`src/rtl/clock_pkg.sv`:
```
// Shared mode encoding and BCD digit-pair limits for the HH:MM:SS clock.
// Constants only: no logic and no latency.
package clock_pkg;

  typedef enum logic [1:0] {
    MODE_RUN      = 2'd0,
    MODE_SET_MIN  = 2'd1,
    MODE_SET_HOUR = 2'd2
  } mode_e;

  localparam logic [3:0] SEC_MAX_TENS = 4'd5;
  localparam logic [3:0] SEC_MAX_ONES = 4'd9;
  localparam logic [3:0] MIN_MAX_TENS = 4'd5;
  localparam logic [3:0] MIN_MAX_ONES = 4'd9;
  localparam logic [3:0] HR_MAX_TENS  = 4'd2;
  localparam logic [3:0] HR_MAX_ONES  = 4'd3;

endpackage

```
`src/rtl/bcd2_counter.sv`:
```
// Two-digit BCD counter that wraps to 00 after {max_tens,max_ones}; clr wins over inc.
// The new value is visible one cycle after inc; wrap is combinational, for cascading.
module bcd2_counter (
  input  logic       clk,
  input  logic       reset,
  input  logic       inc,
  input  logic       clr,
  input  logic [3:0] max_tens,
  input  logic [3:0] max_ones,
  output logic [3:0] tens,
  output logic [3:0] ones,
  output logic       wrap
);

  logic [3:0] tens_q, tens_d;
  logic [3:0] ones_q, ones_d;

  assign wrap = inc && (tens_q == max_tens) && (ones_q == max_ones);
  assign tens = tens_q;
  assign ones = ones_q;

  always_comb begin
    tens_d = tens_q;
    ones_d = ones_q;
    if (clr) begin
      tens_d = 4'd0;
      ones_d = 4'd0;
    end else if (inc) begin
      if (wrap) begin
        tens_d = 4'd0;
        ones_d = 4'd0;
      end else if (ones_q == 4'd9) begin
        tens_d = tens_q + 4'd1;
        ones_d = 4'd0;
      end else begin
        ones_d = ones_q + 4'd1;
      end
    end
  end

  always_ff @(posedge clk) begin
    if (reset) begin
      tens_q <= 4'd0;
      ones_q <= 4'd0;
    end else begin
      tens_q <= tens_d;
      ones_q <= ones_d;
    end
  end

endmodule

```
`src/rtl/clock_time_ctrl.sv`:
```
// 24-hour clock controller: 1 Hz prescaler, debounced mode/inc buttons, RUN/SET_MIN/SET_HOUR FSM.
// A button press takes effect DEBOUNCE_CYCLES+3 cycles after its raw edge; a tick updates the digits one cycle later.
module clock_time_ctrl
  import clock_pkg::*;
#(
  parameter int TICK_DIV        = 100_000_000,
  parameter int DEBOUNCE_CYCLES = 1_000_000
) (
  input  logic       clk,
  input  logic       reset,
  input  logic       btn_mode,
  input  logic       btn_inc,
  output logic [1:0] mode,
  output logic       tick_1hz,
  output logic [3:0] hr_tens,
  output logic [3:0] hr_ones,
  output logic [3:0] min_tens,
  output logic [3:0] min_ones,
  output logic [3:0] sec_tens,
  output logic [3:0] sec_ones
);

  localparam int              PW         = $clog2(TICK_DIV);
  localparam int              DW         = $clog2(DEBOUNCE_CYCLES + 1);
  localparam logic [PW-1:0]   PRESC_LAST = PW'(TICK_DIV - 1);
  localparam logic [DW-1:0]   DEB_MAX    = DW'(DEBOUNCE_CYCLES);
  localparam logic [DW-1:0]   DEB_ARM    = DW'(DEBOUNCE_CYCLES - 1);

  logic          mode_s1_q, mode_s2_q, mode_press_q, mode_press_d;
  logic          inc_s1_q, inc_s2_q, inc_press_q, inc_press_d;
  logic [DW-1:0] mode_cnt_q, mode_cnt_d;
  logic [DW-1:0] inc_cnt_q, inc_cnt_d;
  logic [PW-1:0] presc_q, presc_d;
  mode_e         mode_q, mode_d;

  logic run, tick, inc_ok;
  logic sec_wrap, min_wrap, hr_wrap;
  logic sec_inc, sec_clr, min_inc, hr_inc;

  // The press pulse fires on the edge where the saturating count reaches its limit.
  always_comb begin
    mode_cnt_d   = '0;
    mode_press_d = 1'b0;
    if (mode_s2_q) begin
      mode_cnt_d   = (mode_cnt_q == DEB_MAX) ? DEB_MAX : mode_cnt_q + 1'b1;
      mode_press_d = (mode_cnt_q == DEB_ARM);
    end
  end

  always_comb begin
    inc_cnt_d   = '0;
    inc_press_d = 1'b0;
    if (inc_s2_q) begin
      inc_cnt_d   = (inc_cnt_q == DEB_MAX) ? DEB_MAX : inc_cnt_q + 1'b1;
      inc_press_d = (inc_cnt_q == DEB_ARM);
    end
  end

  assign run    = (mode_q == MODE_RUN);
  assign tick   = run && (presc_q == PRESC_LAST);
  assign inc_ok = inc_press_q && !mode_press_q;

  always_comb begin
    mode_d = mode_q;
    case (mode_q)
      MODE_RUN:      if (mode_press_q) mode_d = MODE_SET_MIN;
      MODE_SET_MIN:  if (mode_press_q) mode_d = MODE_SET_HOUR;
      MODE_SET_HOUR: if (mode_press_q) mode_d = MODE_RUN;
      default:       mode_d = MODE_RUN;
    endcase
  end

  // Held at zero outside RUN and on the leaving edge, so re-entry always starts a full period.
  always_comb begin
    presc_d = '0;
    if (run && (mode_d == MODE_RUN) && (presc_q != PRESC_LAST))
      presc_d = presc_q + 1'b1;
  end

  assign sec_inc = tick;
  assign sec_clr = run && mode_press_q;
  assign min_inc = (run && sec_wrap) || ((mode_q == MODE_SET_MIN) && inc_ok);
  assign hr_inc  = (run && min_wrap) || ((mode_q == MODE_SET_HOUR) && inc_ok);

  always_ff @(posedge clk) begin
    if (reset) begin
      mode_s1_q    <= 1'b0;
      mode_s2_q    <= 1'b0;
      mode_cnt_q   <= '0;
      mode_press_q <= 1'b0;
      inc_s1_q     <= 1'b0;
      inc_s2_q     <= 1'b0;
      inc_cnt_q    <= '0;
      inc_press_q  <= 1'b0;
      presc_q      <= '0;
      mode_q       <= MODE_RUN;
    end else begin
      mode_s1_q    <= btn_mode;
      mode_s2_q    <= mode_s1_q;
      mode_cnt_q   <= mode_cnt_d;
      mode_press_q <= mode_press_d;
      inc_s1_q     <= btn_inc;
      inc_s2_q     <= inc_s1_q;
      inc_cnt_q    <= inc_cnt_d;
      inc_press_q  <= inc_press_d;
      presc_q      <= presc_d;
      mode_q       <= mode_d;
    end
  end

  bcd2_counter u_sec (
    .clk(clk), .reset(reset), .inc(sec_inc), .clr(sec_clr),
    .max_tens(SEC_MAX_TENS), .max_ones(SEC_MAX_ONES),
    .tens(sec_tens), .ones(sec_ones), .wrap(sec_wrap)
  );

  bcd2_counter u_min (
    .clk(clk), .reset(reset), .inc(min_inc), .clr(1'b0),
    .max_tens(MIN_MAX_TENS), .max_ones(MIN_MAX_ONES),
    .tens(min_tens), .ones(min_ones), .wrap(min_wrap)
  );

  // Hours wrap is unused: the day rolls over with no further carry.
  bcd2_counter u_hr (
    .clk(clk), .reset(reset), .inc(hr_inc), .clr(1'b0),
    .max_tens(HR_MAX_TENS), .max_ones(HR_MAX_ONES),
    .tens(hr_tens), .ones(hr_ones), .wrap(hr_wrap)
  );

  assign mode     = mode_q;
  assign tick_1hz = tick;

endmodule

```
`config.mk`:
```
export PLATFORM = sky130hd
export DESIGN_NAME = clock_time_ctrl
export DESIGN_NICKNAME = d
export VERILOG_FILES = /design/src/rtl/clock_pkg.sv /design/src/rtl/bcd2_counter.sv /design/src/rtl/clock_time_ctrl.sv
export SDC_FILE = /design/constraint.sdc
export NUM_CORES = 1
export LEC_CHECK = 0
export CAP_MARGIN = 20
export CORE_ASPECT_RATIO = 1.2
export CORE_MARGIN = 2
export CORE_UTILIZATION = 59
export DETAILED_ROUTE_END_ITERATION = 8
export HOLD_SLACK_MARGIN = 0.02
export PLACE_DENSITY = 0.86
export SLEW_MARGIN = 30
export SYNTH_ARGS = -nofsm -noshare
export SYNTH_HDL_FRONTEND = slang
export SYNTH_SLANG_ARGS = --single-unit
```
`constraint.sdc`:
```
create_clock -name clk -period 2.8 [get_ports clk]
set_input_delay 0.84 -clock clk [delete_from_list [all_inputs] [get_ports clk]]
set_output_delay 0.84 -clock clk [all_outputs]
set_load 0.02 [all_outputs]
```
==> impl_metrics.env <==
export IMPL_power_leakage_uw=0.00190
export IMPL_ctsHoldBuffers=0
export IMPL_maxCapViolCount=0
export IMPL_drt_pass1_iterations=4
export IMPL_worstPathMaxFanout=3
export IMPL_fin_skew_ns=0.0132
export IMPL_clk_pin_slew_worst_paths_ns=0.10
export IMPL_dieArea_um2=8800
export IMPL_async_flop_share=0
export IMPL_synth_edf_count=0
export IMPL_startpoint_type="flop"
export IMPL_final_cells=685
export IMPL_port_buffers=30
export IMPL_antenna_found_initial=0
export IMPL_hold_start="mode_s1_q$_SDFF_PP0_"
export IMPL_hpwlAfterDp_mm=6.88
export IMPL_wl_mm=9.69
export IMPL_slew_limit_headroom=0.430
export IMPL_status="finished, final reports clean"
export IMPL_period_minus_slack_ns=2.64
export IMPL_num_io_pins=31
export IMPL_finalCritPeriodShare=0.944
export IMPL_drv_slew=0
export IMPL_power_uw=2330
export IMPL_grt_ovfl_total=0
export IMPL_clk_latency_ns=0.37
export IMPL_grt_pass1_wl_mm=16.7
export IMPL_cts_tree="done"
export IMPL_critPathKind="reg -> out"
export IMPL_numPlacedInstances=669
export IMPL_viasPerCell=5.82
export IMPL_cts_buffers=9
export IMPL_htree_levels=3
export IMPL_dr_first_iter_drc_count=296
export IMPL_synth_avg_cell_area_um2=8.71
export IMPL_grt_max_degree=28
export IMPL_fin_tns_setup_ns=0
export IMPL_max_slew_worst_pin_slew_ns=0.853
export IMPL_synthesis_area_um2=4760
export IMPL_gp_congestion=0.822
export IMPL_drive_gt1_frac=0.0843
export IMPL_track_usage=0.232
export IMPL_fmax_mhz=378
export IMPL_finalSetupViolCount=0
export IMPL_synth_seq_area_share=0.417
export IMPL_cts_root_buf="clkbuf_8"
export IMPL_rows=35
export IMPL_crit_chain="ha_1 > and2_1 > or3b_4 > nor3_2 > buf_2"
export IMPL_synth_distinct_cells=51
export IMPL_ant_nets=0
export IMPL_n_antenna_cell=0
export IMPL_synth_warning_count=0
export IMPL_vias=3988
export IMPL_end_kind="primary output"
export IMPL_dieWidth_um=86.0
export IMPL_synth_seq_cells=99
export IMPL_clockBufferDepth=2
export IMPL_hold_path_class="reg -> reg"
export IMPL_place_area_um2=5230
export IMPL_power_per_cell_area_nw_per_um2=430
export IMPL_finalNetCount=609
export IMPL_cpPeakStageDelay_ns=0.41
export IMPL_slowest_stage="or3b_4"
export IMPL_min_path_cells=1
export IMPL_syn_inst=546
export IMPL_rr_startpoint="presc_q[0]$_SDFF_PP0_"
export IMPL_rrSetupSlack_ns=0.44
export IMPL_r2r_end="u_hr.ones[3]$_SDFFE_PP0P_"
export IMPL_synth_nets=567
export IMPL_synth_top_flop_cell="dfxtp_1"
export IMPL_vdd_ir_drop_max_mv=0.324
export IMPL_postLayoutCellArea_um2=5420
export IMPL_cp_required_ns=1.96
export IMPL_rsz0062_at_grt="false"
export IMPL_core_um2=7750
export IMPL_die_y_um=102
export IMPL_route_detailed_drc=0
export IMPL_whs_endpoint="mode_s2_q$_SDFF_PP0_"
export IMPL_start_util=0.614
export IMPL_whs_ns=0.446
export IMPL_area_growth_pct=14.0
export IMPL_wl_per_cell_um=14.2
export IMPL_final_hold_viol_count=0
export IMPL_r2r_cells=7
export IMPL_crit_arrival_ns=1.80
export IMPL_grt_pass1_vias=3820
export IMPL_cts_sinks=99
[critical path, delay by kind of cell, from the launching register on]
kind	cells	cell delay, ns
AND/OR/NAND/NOR	3	0.73
buffers and inverters	1	0.18
adder cells (fa/ha/maj)	1	0.16
flip-flops	1	0.36
[cell type report]
cell class | count | area, um2
multi-input combinational | 410 | 2640
tap | 92 | 115
timing repair buffer | 46 | 415
fill | 618 | 2330
inverter | 22 | 82.6
clock inverter | 7 | 60.1
sequential | 99 | 1980
clock buffer | 9 | 124
[Yosys cell counts, types with 6 or more instances]
library cell / instances / area [um2]
ha_1: 17 / 213
clkbuf_1: 13 / 48.8
nand3_1: 37 / 185
xor2_1: 35 / 307
xnor2_1: 27 / 236
and3_1: 21 / 131
nor2b_1: 11 / 68.8
nor2_1: 90 / 338
and4_1: 9 / 78.8
nor3_1: 16 / 80.1
and3b_1: 6 / 52.6
a21oi_1: 15 / 75.1
inv_1: 22 / 82.6
dfxtp_1: 99 / 1980
o21ai_0: 12 / 60.1
nand2_1: 22 / 82.6
nor4_1: 12 / 75.1
nand2b_1: 6 / 37.5
nand3b_1: 7 / 52.6
nand4_1: 15 / 93.8
[how the worst max path moves through the flow]
| stage | cells after the start | slack (ns) | to | from |
|---|---|---|---|---|
| floorplan | 5 | 0.27 | tick_1hz | presc_q[0]$_SDFF_PP0_ |
| global placement | 5 | 0.10 | tick_1hz | presc_q[0]$_SDFF_PP0_ |
| detailed placement | 5 | 0.08 | tick_1hz | presc_q[0]$_SDFF_PP0_ |
| CTS | 5 | 0.009 | tick_1hz | presc_q[0]$_SDFF_PP0_ |
| global route | 5 | 0.05 | tick_1hz | presc_q[0]$_SDFF_PP0_ |
| finish | 5 | 0.16 | tick_1hz | presc_q[0]$_SDFF_PP0_ |
[layer usage]
layer	GRT usage	wire length [um]	vias up
li1	-	-	1996
met1	0.281	4310	1895
met2	0.401	4860	78
met3	0.0468	346	19
met4	0.0977	176	0
met5	0	0	-
[stage by stage]
stage                     utilization  setup slack (ns)
after global routing            0.699            0.0547
final                           0.699             0.158
after floorplan                     -             0.272
after detailed placement        0.675            0.0769
after CTS                       0.699           0.00929
after global placement          0.675             0.104
[state kept, by name, summed over array words and instances (netlist names)]
signal / count
u_hr.ones: 4
u_hr.tens: 4
u_sec.tens: 4
inc_s1_q: 1
mode_s2_q: 1
mode_cnt_q: 20
u_min.tens: 4
inc_press_q: 1
mode: 2
presc_q: 27
u_min.ones: 4
mode_s1_q: 1
mode_press_q: 1
u_sec.ones: 4
inc_cnt_q: 20
inc_s2_q: 1
[report_power, final]
group          leakage, uW  switching (uW)  internal, uW  total, uW
clock            0.0000897             527           338        865
sequential        0.000799            3.80          1410       1420
combinational      0.00101            28.8          18.8       47.6
total              0.00190             559          1770       2330
[layout by cell type, fill, tap and decap left out, drive strengths merged, types with 3 or more instances in the layout]
master	count
xnor2	27
xor2	35
nand2b	6
mux2	5
clkbuf	9
and3b	6
nand2	22
nor3	16
nor4	15
ha	17
clkdlybuf4s50	29
dfxtp	99
and4	9
nand3b	7
nand4	16
a221oi	4
nor2b	11
o21ai	12
a21oi	15
nor4bb	3
and3	21
inv	25
nor2	90
buf	17
or4	3
and2	5
nand3	37
[repair_timing]
item	CTS	global route
resized for setup	4	3
setup endpoints to repair	1	1
buffers inserted	0	0
[logic make-up (layout without fill, tap and decap cells)]
group	Yosys count	in the layout	synth area share
simple gates	276	276	0.312
flops	99	99	0.417
xor+xnor	62	62	0.114
compound gates	48	48	0.0666
buf+inv	37	84	0.0295
fa+ha+maj	17	17	0.0447
mux	7	7	0.0160
Note: power is estimated with default switching activity, not from simulation.
